==> src/rtl/countdown_pkg.sv <==
// Shared types and constants for the countdown display: FSM state codes,
// digit index codes and the active-high gfedcba segment encoder.
package countdown_pkg;

  typedef logic [1:0] state_t;

  localparam state_t ST_IDLE = 2'd0;
  localparam state_t ST_CONV = 2'd1;
  localparam state_t ST_LOAD = 2'd2;

  localparam logic [6:0] SEG_BLANK = 7'b0000000;
  localparam logic [6:0] SEG_DASH  = 7'b1000000;

  localparam logic [1:0] DIGIT_ONES  = 2'd0;
  localparam logic [1:0] DIGIT_TENS  = 2'd1;
  localparam logic [1:0] DIGIT_PHASE = 2'd2;

  localparam int CONV_STEPS = 7;

  // Codes 10..15 never reach the encoder in normal use; they render blank.
  function automatic logic [6:0] digit_to_seg(input logic [3:0] d);
    logic [6:0] s;
    case (d)
      4'd0:    s = 7'b0111111;
      4'd1:    s = 7'b0000110;
      4'd2:    s = 7'b1011011;
      4'd3:    s = 7'b1001111;
      4'd4:    s = 7'b1100110;
      4'd5:    s = 7'b1101101;
      4'd6:    s = 7'b1111101;
      4'd7:    s = 7'b0000111;
      4'd8:    s = 7'b1111111;
      4'd9:    s = 7'b1101111;
      default: s = SEG_BLANK;
    endcase
    return s;
  endfunction

endpackage

==> src/rtl/bin2bcd_seq.sv <==
// Sequential double-dabble converter: 7-bit binary to hundreds/tens/ones BCD
// in exactly 7 shift iterations, with a one-cycle LOAD state signalling done.
module bin2bcd_seq
  import countdown_pkg::*;
(
  input  logic       i_clk,
  input  logic       i_rst_n,
  input  logic       i_start,
  input  logic [6:0] i_value,
  output logic       o_busy,
  output logic       o_done,
  output logic [3:0] o_tens,
  output logic [3:0] o_ones,
  output logic       o_ovf
);

  state_t      r_state;
  logic [2:0]  r_iter;
  // {hundreds, tens, ones, remaining binary bits}
  logic [18:0] r_shift;
  logic [11:0] w_adj;
  logic [18:0] w_pre;

  genvar gi;
  generate
    for (gi = 0; gi < 3; gi++) begin : g_adj
      assign w_adj[gi*4 +: 4] = (r_shift[7+gi*4 +: 4] >= 4'd5) ?
                                (r_shift[7+gi*4 +: 4] + 4'd3) :
                                r_shift[7+gi*4 +: 4];
    end
  endgenerate

  assign w_pre = {w_adj, r_shift[6:0]};

  always_ff @(posedge i_clk) begin
    if (!i_rst_n) begin
      r_state <= ST_IDLE;
      r_iter  <= 3'd0;
      r_shift <= 19'd0;
    end else begin
      case (r_state)
        ST_IDLE: begin
          if (i_start) begin
            r_shift <= {12'd0, i_value};
            r_iter  <= 3'd0;
            r_state <= ST_CONV;
          end
        end
        ST_CONV: begin
          r_shift <= w_pre << 1;
          if (r_iter == 3'(CONV_STEPS - 1)) begin
            r_state <= ST_LOAD;
          end else begin
            r_iter <= r_iter + 3'd1;
          end
        end
        ST_LOAD: begin
          r_state <= ST_IDLE;
        end
        default: begin
          r_state <= ST_IDLE;
        end
      endcase
    end
  end

  assign o_busy = (r_state != ST_IDLE);
  assign o_done = (r_state == ST_LOAD);
  assign o_ones = r_shift[10:7];
  assign o_tens = r_shift[14:11];
  assign o_ovf  = |r_shift[18:15];

endmodule

==> src/rtl/countdown_display.sv <==
// Countdown display driver: converts remaining time to BCD and scans tens, ones
// and phase digits onto one 7-segment bus. Option macro: BLANK_LEADING_ZERO_EN.
module countdown_display
  import countdown_pkg::*;
#(
  parameter int SCAN_DIV       = 16,
  parameter bit ACTIVE_LOW_SEG = 1'b1
) (
  input  logic       i_clk,
  input  logic       i_rst_n,
  input  logic       i_en,
  input  logic [6:0] i_value,
  input  logic [1:0] i_phase,
  output logic [6:0] o_seg,
  output logic [2:0] o_an,
  output logic       o_busy,
  output logic       o_bcd_valid,
  output logic       o_ovf
);

  logic                r_pending;
  logic [6:0]          r_held_value;
  logic [1:0]          r_held_phase;
  logic [SCAN_DIV-1:0] r_prescale;
  logic [1:0]          r_digit_idx;
  logic [3:0]          r_ones;
  logic [3:0]          r_tens;
  logic [1:0]          r_phase_disp;
  logic                r_ovf;
  logic                r_bcd_valid;
  logic [6:0]          r_seg;
  logic [2:0]          r_an;

  logic                w_start;
  logic                w_busy;
  logic                w_done;
  logic [3:0]          w_conv_tens;
  logic [3:0]          w_conv_ones;
  logic                w_conv_ovf;

  logic [3:0]          w_ones_next;
  logic [3:0]          w_tens_next;
  logic [1:0]          w_phase_disp_next;
  logic                w_ovf_next;
  logic [SCAN_DIV-1:0] w_prescale_next;
  logic [1:0]          w_idx_next;
  logic [6:0]          w_ones_seg;
  logic [6:0]          w_tens_seg;
  logic [6:0]          w_seg_next;
  logic [2:0]          w_an_next;

  assign w_start = !w_busy &&
                   (r_pending || (i_value != r_held_value) || (i_phase != r_held_phase));

  bin2bcd_seq u_bin2bcd (
    .i_clk   (i_clk),
    .i_rst_n (i_rst_n),
    .i_start (w_start),
    .i_value (i_value),
    .o_busy  (w_busy),
    .o_done  (w_done),
    .o_tens  (w_conv_tens),
    .o_ones  (w_conv_ones),
    .o_ovf   (w_conv_ovf)
  );

  // Segments are registered from next-state values so seg/an always agree with
  // the digit index and the display registers of the same cycle.
  always_comb begin
    w_ones_next       = r_ones;
    w_tens_next       = r_tens;
    w_phase_disp_next = r_phase_disp;
    w_ovf_next        = r_ovf;
    if (w_done) begin
      w_ones_next       = w_conv_ones;
      w_tens_next       = w_conv_tens;
      w_phase_disp_next = r_held_phase;
      w_ovf_next        = w_conv_ovf;
    end
  end

  always_comb begin
    w_prescale_next = '0;
    w_idx_next      = DIGIT_ONES;
    if (i_en) begin
      w_prescale_next = r_prescale + 1'b1;
      w_idx_next      = r_digit_idx;
      if (r_prescale == '1) begin
        w_idx_next = (r_digit_idx == DIGIT_PHASE) ? DIGIT_ONES : (r_digit_idx + 2'd1);
      end
    end
  end

  always_comb begin
    w_ones_seg = w_ovf_next ? SEG_DASH : digit_to_seg(w_ones_next);
    if (w_ovf_next) begin
      w_tens_seg = SEG_DASH;
    end else begin
`ifdef BLANK_LEADING_ZERO_EN
      w_tens_seg = (w_tens_next == 4'd0) ? SEG_BLANK : digit_to_seg(w_tens_next);
`else
      w_tens_seg = digit_to_seg(w_tens_next);
`endif
    end
  end

  always_comb begin
    w_seg_next = SEG_BLANK;
    w_an_next  = 3'b000;
    if (i_en) begin
      case (w_idx_next)
        DIGIT_ONES: begin
          w_an_next  = 3'b001;
          w_seg_next = w_ones_seg;
        end
        DIGIT_TENS: begin
          w_an_next  = 3'b010;
          w_seg_next = w_tens_seg;
        end
        DIGIT_PHASE: begin
          w_an_next  = 3'b100;
          w_seg_next = digit_to_seg({2'b00, w_phase_disp_next});
        end
        default: begin
          w_an_next  = 3'b000;
          w_seg_next = SEG_BLANK;
        end
      endcase
    end
  end

  always_ff @(posedge i_clk) begin
    if (!i_rst_n) begin
      r_pending    <= 1'b1;
      r_held_value <= 7'd0;
      r_held_phase <= 2'd0;
      r_prescale   <= '0;
      r_digit_idx  <= DIGIT_ONES;
      r_ones       <= 4'd0;
      r_tens       <= 4'd0;
      r_phase_disp <= 2'd0;
      r_ovf        <= 1'b0;
      r_bcd_valid  <= 1'b0;
      r_seg        <= SEG_BLANK;
      r_an         <= 3'b000;
    end else begin
      if (w_start) begin
        r_held_value <= i_value;
        r_held_phase <= i_phase;
        r_pending    <= 1'b0;
      end
      if (w_done) begin
        r_bcd_valid <= 1'b1;
      end
      r_ones       <= w_ones_next;
      r_tens       <= w_tens_next;
      r_phase_disp <= w_phase_disp_next;
      r_ovf        <= w_ovf_next;
      r_prescale   <= w_prescale_next;
      r_digit_idx  <= w_idx_next;
      r_seg        <= w_seg_next;
      r_an         <= w_an_next;
    end
  end

  assign o_seg       = ACTIVE_LOW_SEG ? ~r_seg : r_seg;
  assign o_an        = ACTIVE_LOW_SEG ? ~r_an : r_an;
  assign o_busy      = w_busy;
  assign o_bcd_valid = r_bcd_valid;
  assign o_ovf       = r_ovf;

endmodule

==> config.mk <==
export PLATFORM = sky130hd
export DESIGN_NAME = countdown_display
export DESIGN_NICKNAME = d
export VERILOG_FILES = /design/src/rtl/countdown_pkg.sv /design/src/rtl/bin2bcd_seq.sv /design/src/rtl/countdown_display.sv
export SDC_FILE = /design/constraint.sdc
export NUM_CORES = 1
export LEC_CHECK = 0
export CAP_MARGIN = 20
export CORE_ASPECT_RATIO = 1.5
export CORE_UTILIZATION = 35
export DETAILED_ROUTE_END_ITERATION = 8
export PLACE_DENSITY = 0.58
export SLEW_MARGIN = 10
export SYNTH_ARGS = -nofsm -noshare
export SYNTH_HDL_FRONTEND = slang
export SYNTH_SLANG_ARGS = --single-unit
==> constraint.sdc <==
create_clock -name i_clk -period 3.8 [get_ports i_clk]
set_input_delay 0.76 -clock i_clk [delete_from_list [all_inputs] [get_ports i_clk]]
set_output_delay 0.76 -clock i_clk [all_outputs]
set_load 0.01 [all_outputs]
# Word level (Yosys, flattened, before mapping)
# Memories as Yosys holds them, arrays and structs flattened.
# Cells that the tools add are included.
word_totals:
  ff_bits: 74
  rom_bits: 224
  out_inout_bits: 13
  memories: 2
op_classes:
  n_addsub: 6
  order_cmp: 3
  n_eq_ne: 15
  n_mux: 23
  n_bitwise: 2
  n_reduce_logical: 14
mem_list:
  columns: ["name", "words", "width", "rd", "rd_clocked_by_memory_dff", "write_ports", "line", "source"]
  rows:
  - ["(name not given)", 16, 7, 1, 0, 0, "countdown_pkg.sv:23", "case (d)"]
  - ["(name not given)", 16, 7, 1, 0, 0, "countdown_pkg.sv:23", null]
ops:
  columns: ["operator", "n"]
  rows:
  - ["one-hot mux 19 bit (2 select lines)", 1]
  - ["one-hot mux 7 bit (4 select lines)", 1]
  - ["one-hot mux 7 bit (3 select lines)", 1]
  - ["two-way mux 19 bit", 1]
  - ["adder 16 x 1 -> 16 bit, second input constant", 1]
  - ["== test 16 bit, second input constant", 1]
  - ["two-way mux 4 bit", 4]
  - ["two-way mux 7 bit", 2]
  - ["greater-or-equal comparator 4 x 3 -> 1 bit, second input constant", 3]
  - ["two-way mux 2 bit", 6]
  - ["== test 2 bit, second input constant", 5]
  - ["two-way mux 3 bit", 3]
  - ["one-hot mux 3 bit (3 select lines)", 1]
  - ["adder 4 x 2 -> 4 bit, second input constant", 2]
  - ["!= test 7 bit", 1]
  - ["inverter 7 bit", 1]
  - ["== test 2 x 1 -> 1 bit, second input constant", 3]
  - ["zero test 2 bit", 3]
  - ["one-hot mux 3 bit (2 select lines)", 1]
  - ["AND reduction 2 bit", 3]
  - ["!= test 2 x 1 -> 1 bit, second input constant", 2]
  - ["one-hot mux 2 bit (2 select lines)", 1]
  - ["nonzero test 2 bit", 2]
  - ["OR reduction 4 bit", 1]
  - ["12 further kinds", 13]

# Depth between registers and ports, before layout
logic_depth:
  ltp_word: 6
  depth_mapped: 13
  depth_no_buf: 11

# Cells and area by module
# From an unflattened synthesis, not the netlist that was laid out.
unflattened:
  hier_cells: 469
  area_unflattened_um2: 4001.3
modules_own_cells:
  columns: ["module", "n_inst", "cells_each", "area_each_um2"]
  rows:
  - ["countdown_display", 1, 302, 2652.5]
  - ["bin2bcd_seq", 1, 167, 1348.8]

# Worst setup path after synthesis
# No wires, ideal clock.
synth_timing:
  path_type: "register -> register"
  startpoint: "reg u_bin2bcd.r_state[0]"
  endpoint: "reg r_seg[4]"
  setup_time_ns: 0.063
  t_arrival_ns: 2.806
  t_required_ns: 3.737
  setup_slack_ns: 0.931
  stages_incl_launch_ff: 13
  n_path_buf: 2
  period_less_slack_ns: 2.869
  path_cell_list: "dfxtp_1 nand2b_1 buf_2 buf_1 nor2_1 a21oi_1 ha_1 nor4bb_1 a211oi_1 o22ai_1 a32oi_1 or4b_1 nand3_1"
synth_between:
  elab_chain_len: 5
  elab_cells_between_ends: 15
  cone_classes: "4 x eq/ne; 8 x mux; 1 x reduce/logical; 2 x memory"
synth_rtl:
  columns: ["element", "line", "source"]
  rows:
  - ["start, declared", "bin2bcd_seq.sv:17", "state_t r_state;"]
  - ["start signal, assigned", "bin2bcd_seq.sv:37", "r_state <= ST_IDLE;"]
  - ["start signal, assigned", "bin2bcd_seq.sv:46", "r_state <= ST_CONV;"]
  - ["start signal, assigned", "bin2bcd_seq.sv:52", "r_state <= ST_LOAD;"]
  - ["== test 2 bit *", "bin2bcd_seq.sv:68", "assign o_done = (r_state == ST_LOAD);"]
  - ["two-way mux 4 bit / two-way mux 2 bit (equally long branches)", "countdown_display.sv:74", "if (w_done) begin"]
  - ["memory (16 x 7 bit) (tied with other cells)", null, null]
  - ["two-way mux 7 bit (tied with other cells)", "countdown_display.sv:96", "if (w_ovf_next) begin"]
  - ["one-hot mux 7 bit (3 select lines) *", "countdown_display.sv:111", "case (w_idx_next)"]
  - ["end signal, assigned", "countdown_display.sv:161", "r_seg <= w_seg_next;"]
  - ["end, declared", "countdown_display.sv:31", "logic [6:0] r_seg;"]
# Every way passes the cells marked *; elsewhere a longest branch is shown, timed or not. The select of a mux whose other input is x is not followed.
# A chain may end at the register's enable or synchronous reset.

# Final worst setup path
layout_timing:
  startpoint: "reg u_bin2bcd.r_state[0]"
  endpoint: "out o_busy"
layout_between:
  elab_chain_len: 1
layout_rtl:
  columns: ["element", "line", "source"]
  rows:
  - ["nonzero test 2 bit", "bin2bcd_seq.sv:67", "assign o_busy = (r_state != ST_IDLE);"]
  - ["end, declared", "countdown_display.sv:16", "output logic o_busy,"]
# Every way passes these cells.

==> flow_metrics.py <==
metrics = {
    "run_status": {
        "status": "complete, no violations",
    },
    "sta": {
        "min_period_over_period_pct": 77.3,
        "final.min_clock_period_ps": 2940,
        "relSlewSlack_pct": 43.9,
        "setup_viol": 0,
        "rsz0062_at_grt": "false",
        "final.setup.tns_ps": 0,
        "holdWs_ps": 444,
        "worst_slew_pin_slew_ps": 840,
        "hold_viol_final": 0,
        "drv_slew": 0,
        "clock.fmax_mhz": 340,
        "fin_skew_ps": 8.18,
    },
    "floorplan": {
        "die_h_um": 132,
        "chipWidth_um": 88.4,
        "initial_core_util_pct": 35.7,
        "pin_count": 25,
        "die-area_um2": 11600,
        "coreArea_um2": 11000,
        "std_cell_rows": 47,
    },
    "finish": {
        "finalInstanceArea_um2": 4590,
        "final_cell_mix": "74 x dfxtp_1, 61 x nand2_1, 38 x nor2_1",
        "nets": 515,
        "layout_commonest_cell": "dfxtp_1",
        "layout-drive-gt1-share_pct": 6.94,
        "area_delta_synth_final_pct": 17.2,
        "antenna_cells": 0,
    },
    "clock_network": {
        "cts_root_buf": "clkbuf_16",
        "clockBufferDepth": 2,
        "htreeDepth": 3,
        "cts_made_buffers": 9,
        "cts.sinks": 74,
        "post_cts_resized": 0,
        "clkTransAtPathRegs_ps": 60,
        "cts_hold_buf": 0,
        "cts_setup_buffers": 0,
        "cts_tree": "yes",
        "clk_latency_ps": 340,
    },
    "pwr": {
        "powerDensity_nw_per_um2": 397,
        "p_clk_share_pct": 49.1,
        "power_frac_comb_pct": 6.4,
        "switching_share_pct": 22.0,
        "p_int_mw": 1.42,
        "pwr-share-seq_pct": 44.5,
        "p_switching_uw": 401,
        "irDropWorstVdd_v": 0.000214,
        "p_leak_nw": 1.75,
    },
    "yosys": {
        "synth.area.top_cells": "dfxtp_1 38%, nand2_1 5.8%, ha_1 5.7%",
        "ys_seq_elements": 74,
        "syn_avg_cell_area_um2": 8.43,
        "synth_top_flop_cell": "dfxtp_1",
        "synth_cells": 465,
        "ys.warnings.count": 0,
        "synth_edf_count": 0,
        "synth-async-reset-ratio_pct": 0,
        "yosysUniqueCellTypes": 58,
        "syn_nets": 495,
        "synth.largest_area_cell": "dfxtp_1",
        "yosysTopAreaCellShare_pct": 37.8,
        "syn_area_um2": 3920,
        "synth_seq_area_share_pct": 37.8,
    },
    "critical_path": {
        "critPathKind": "reg2out",
        "critPathRequiredTime_ps": 3040,
        "cp_max_fo": 11,
        "cp.arrival_ps": 2180,
        "rrSetupSlack_ps": 870,
        "crit_path_end_kind": "output port",
        "crit_path_start_kind": "flop",
    },
    "detailed_routing": {
        "routedWlPerCell_um": 13.3,
        "drtPass1Iterations": 4,
        "drc": 0,
        "vias": 3213,
        "drt-total-wl_um": 8490,
        "ant_nets": 0,
        "viasPerCell": 5.04,
        "drtIter0Drc": 141,
    },
    "global_route": {
        "grt_start_max_net_pins": 50,
        "grt.total_usage_pct": 15.8,
        "grt_pass1_vias": 3083,
        "overflow": 0,
        "grt_pass1_wl_um": 14400,
        "antenna_found_initial": 0,
    },
    "placement": {
        "hpwl_um": 6100,
        "port_buffers": 24,
        "gp_congestion": 0.768,
        "placed_cell_area_um2": 4280,
    },
    "flow_run": {
        "cap_viol_max_count": 0,
    },
    "min_path": {
        "worst_hold_path_type": "reg2reg",
    },
}
## final timing paths
check | start | endpoint | cells past startpoint
worst max register to register | u_bin2bcd.r_state[0] | r_seg[4] | 10
worst max-delay path | u_bin2bcd.r_state[0] | o_busy | 3
worst min-delay path | r_pending | r_pending | 2
worst min register to register | r_pending | r_pending | 2
## layout make-up
type	instances	area [um^2]
inverters	28	105
clock buffers	11	233
multi-input cells	343	2230
flip-flops and latches	74	1480
clock inverters	5	78.8
fillers	1118	6400
well taps	147	184
repair buffers	29	278
## Yosys cell counts, types with 2 or more instances
| cell type | count |
|---|---|
| o31ai_1 | 4 |
| o211ai_1 | 2 |
| mux2_2 | 4 |
| nor3b_1 | 2 |
| a22oi_1 | 6 |
| nand3b_1 | 2 |
| nor4_1 | 2 |
| nor2b_1 | 11 |
| clkbuf_8 | 3 |
| o221ai_1 | 3 |
| nor2_1 | 38 |
| mux2i_1 | 7 |
| a2111oi_0 | 2 |
| or3_1 | 3 |
| and2_1 | 18 |
| o21a_1 | 2 |
| xnor2_1 | 8 |
| nand2_1 | 61 |
| nand3_1 | 11 |
| nand2b_1 | 8 |
| ha_1 | 18 |
| a31oi_1 | 2 |
| a211o_1 | 3 |
| clkbuf_1 | 15 |
| and3_1 | 2 |
| nor3_1 | 6 |
| a21boi_0 | 18 |
| a211oi_1 | 5 |
| nand4_1 | 6 |
| o31a_1 | 2 |
| o32ai_1 | 2 |
| inv_1 | 28 |
| o22ai_1 | 10 |
| xor2_1 | 18 |
| o21ai_0 | 15 |
| a21oi_1 | 21 |
| dfxtp_1 | 74 |
| nor4b_1 | 3 |
## cell families (layout without fill, tap and decap cells)
| logic type | after synthesis | after routing | synth area share [%] |
|---|---|---|---|
| mux | 11 | 11 | 2.94 |
| fa+ha+maj | 18 | 18 | 5.74 |
| xor+xnor | 26 | 26 | 5.81 |
| flops | 74 | 74 | 37.8 |
| compound gates | 103 | 103 | 17.6 |
| buf+inv | 48 | 73 | 5.39 |
| simple gates | 185 | 185 | 24.8 |
## metal layers
layer	global-route usage [%]	wire length (um)	vias up
li1	-	-	1650
met1	17.7	3690	1514
met2	27.6	4410	32
met3	3.83	178	17
met4	7.08	206	0
met5	0	0	-
## per-stage QoR
stage | total power [mW] | setup slack, ps | cells | util (%)
finish | 1.82 | 863 | 637 | 41.8
global route | 1.89 | 566 | 637 | 41.8
CTS | 1.85 | 830 | 637 | 41.8
detailed placement | 0.946 | 923 | 621 | 38.9
global placement | 0.945 | 967 | 621 | 38.9
floorplan | 0.896 | 931 | 465 | -
## worst max-delay path: stages (launching register included)
cell and delay [ps]:
dfxtp_1 390, nor2_1 530, inv_1 360, clkdlybuf4s50_1 570
## power by group through the flow
stage	logic (mW)	registers [mW]	clock network, mW
floorplan	0.0716	0.824	0
global placement	0.117	0.828	0
detailed placement	0.118	0.828	0
CTS	0.118	0.811	0.918
global route	0.130	0.814	0.948
finish	0.116	0.811	0.895
## sequential cells by signal (all words and copies together) (netlist names)
signal / cells
r_digit_idx: 2
r_held_value: 7
r_seg: 7
o_ovf: 1
r_an: 3
u_bin2bcd.r_iter: 3
u_bin2bcd.r_state: 2
r_tens: 4
o_bcd_valid: 1
r_ones: 4
r_prescale: 16
r_pending: 1
r_phase_disp: 2
r_held_phase: 2
u_bin2bcd.r_shift: 19
(Power assumes the default switching activity.)
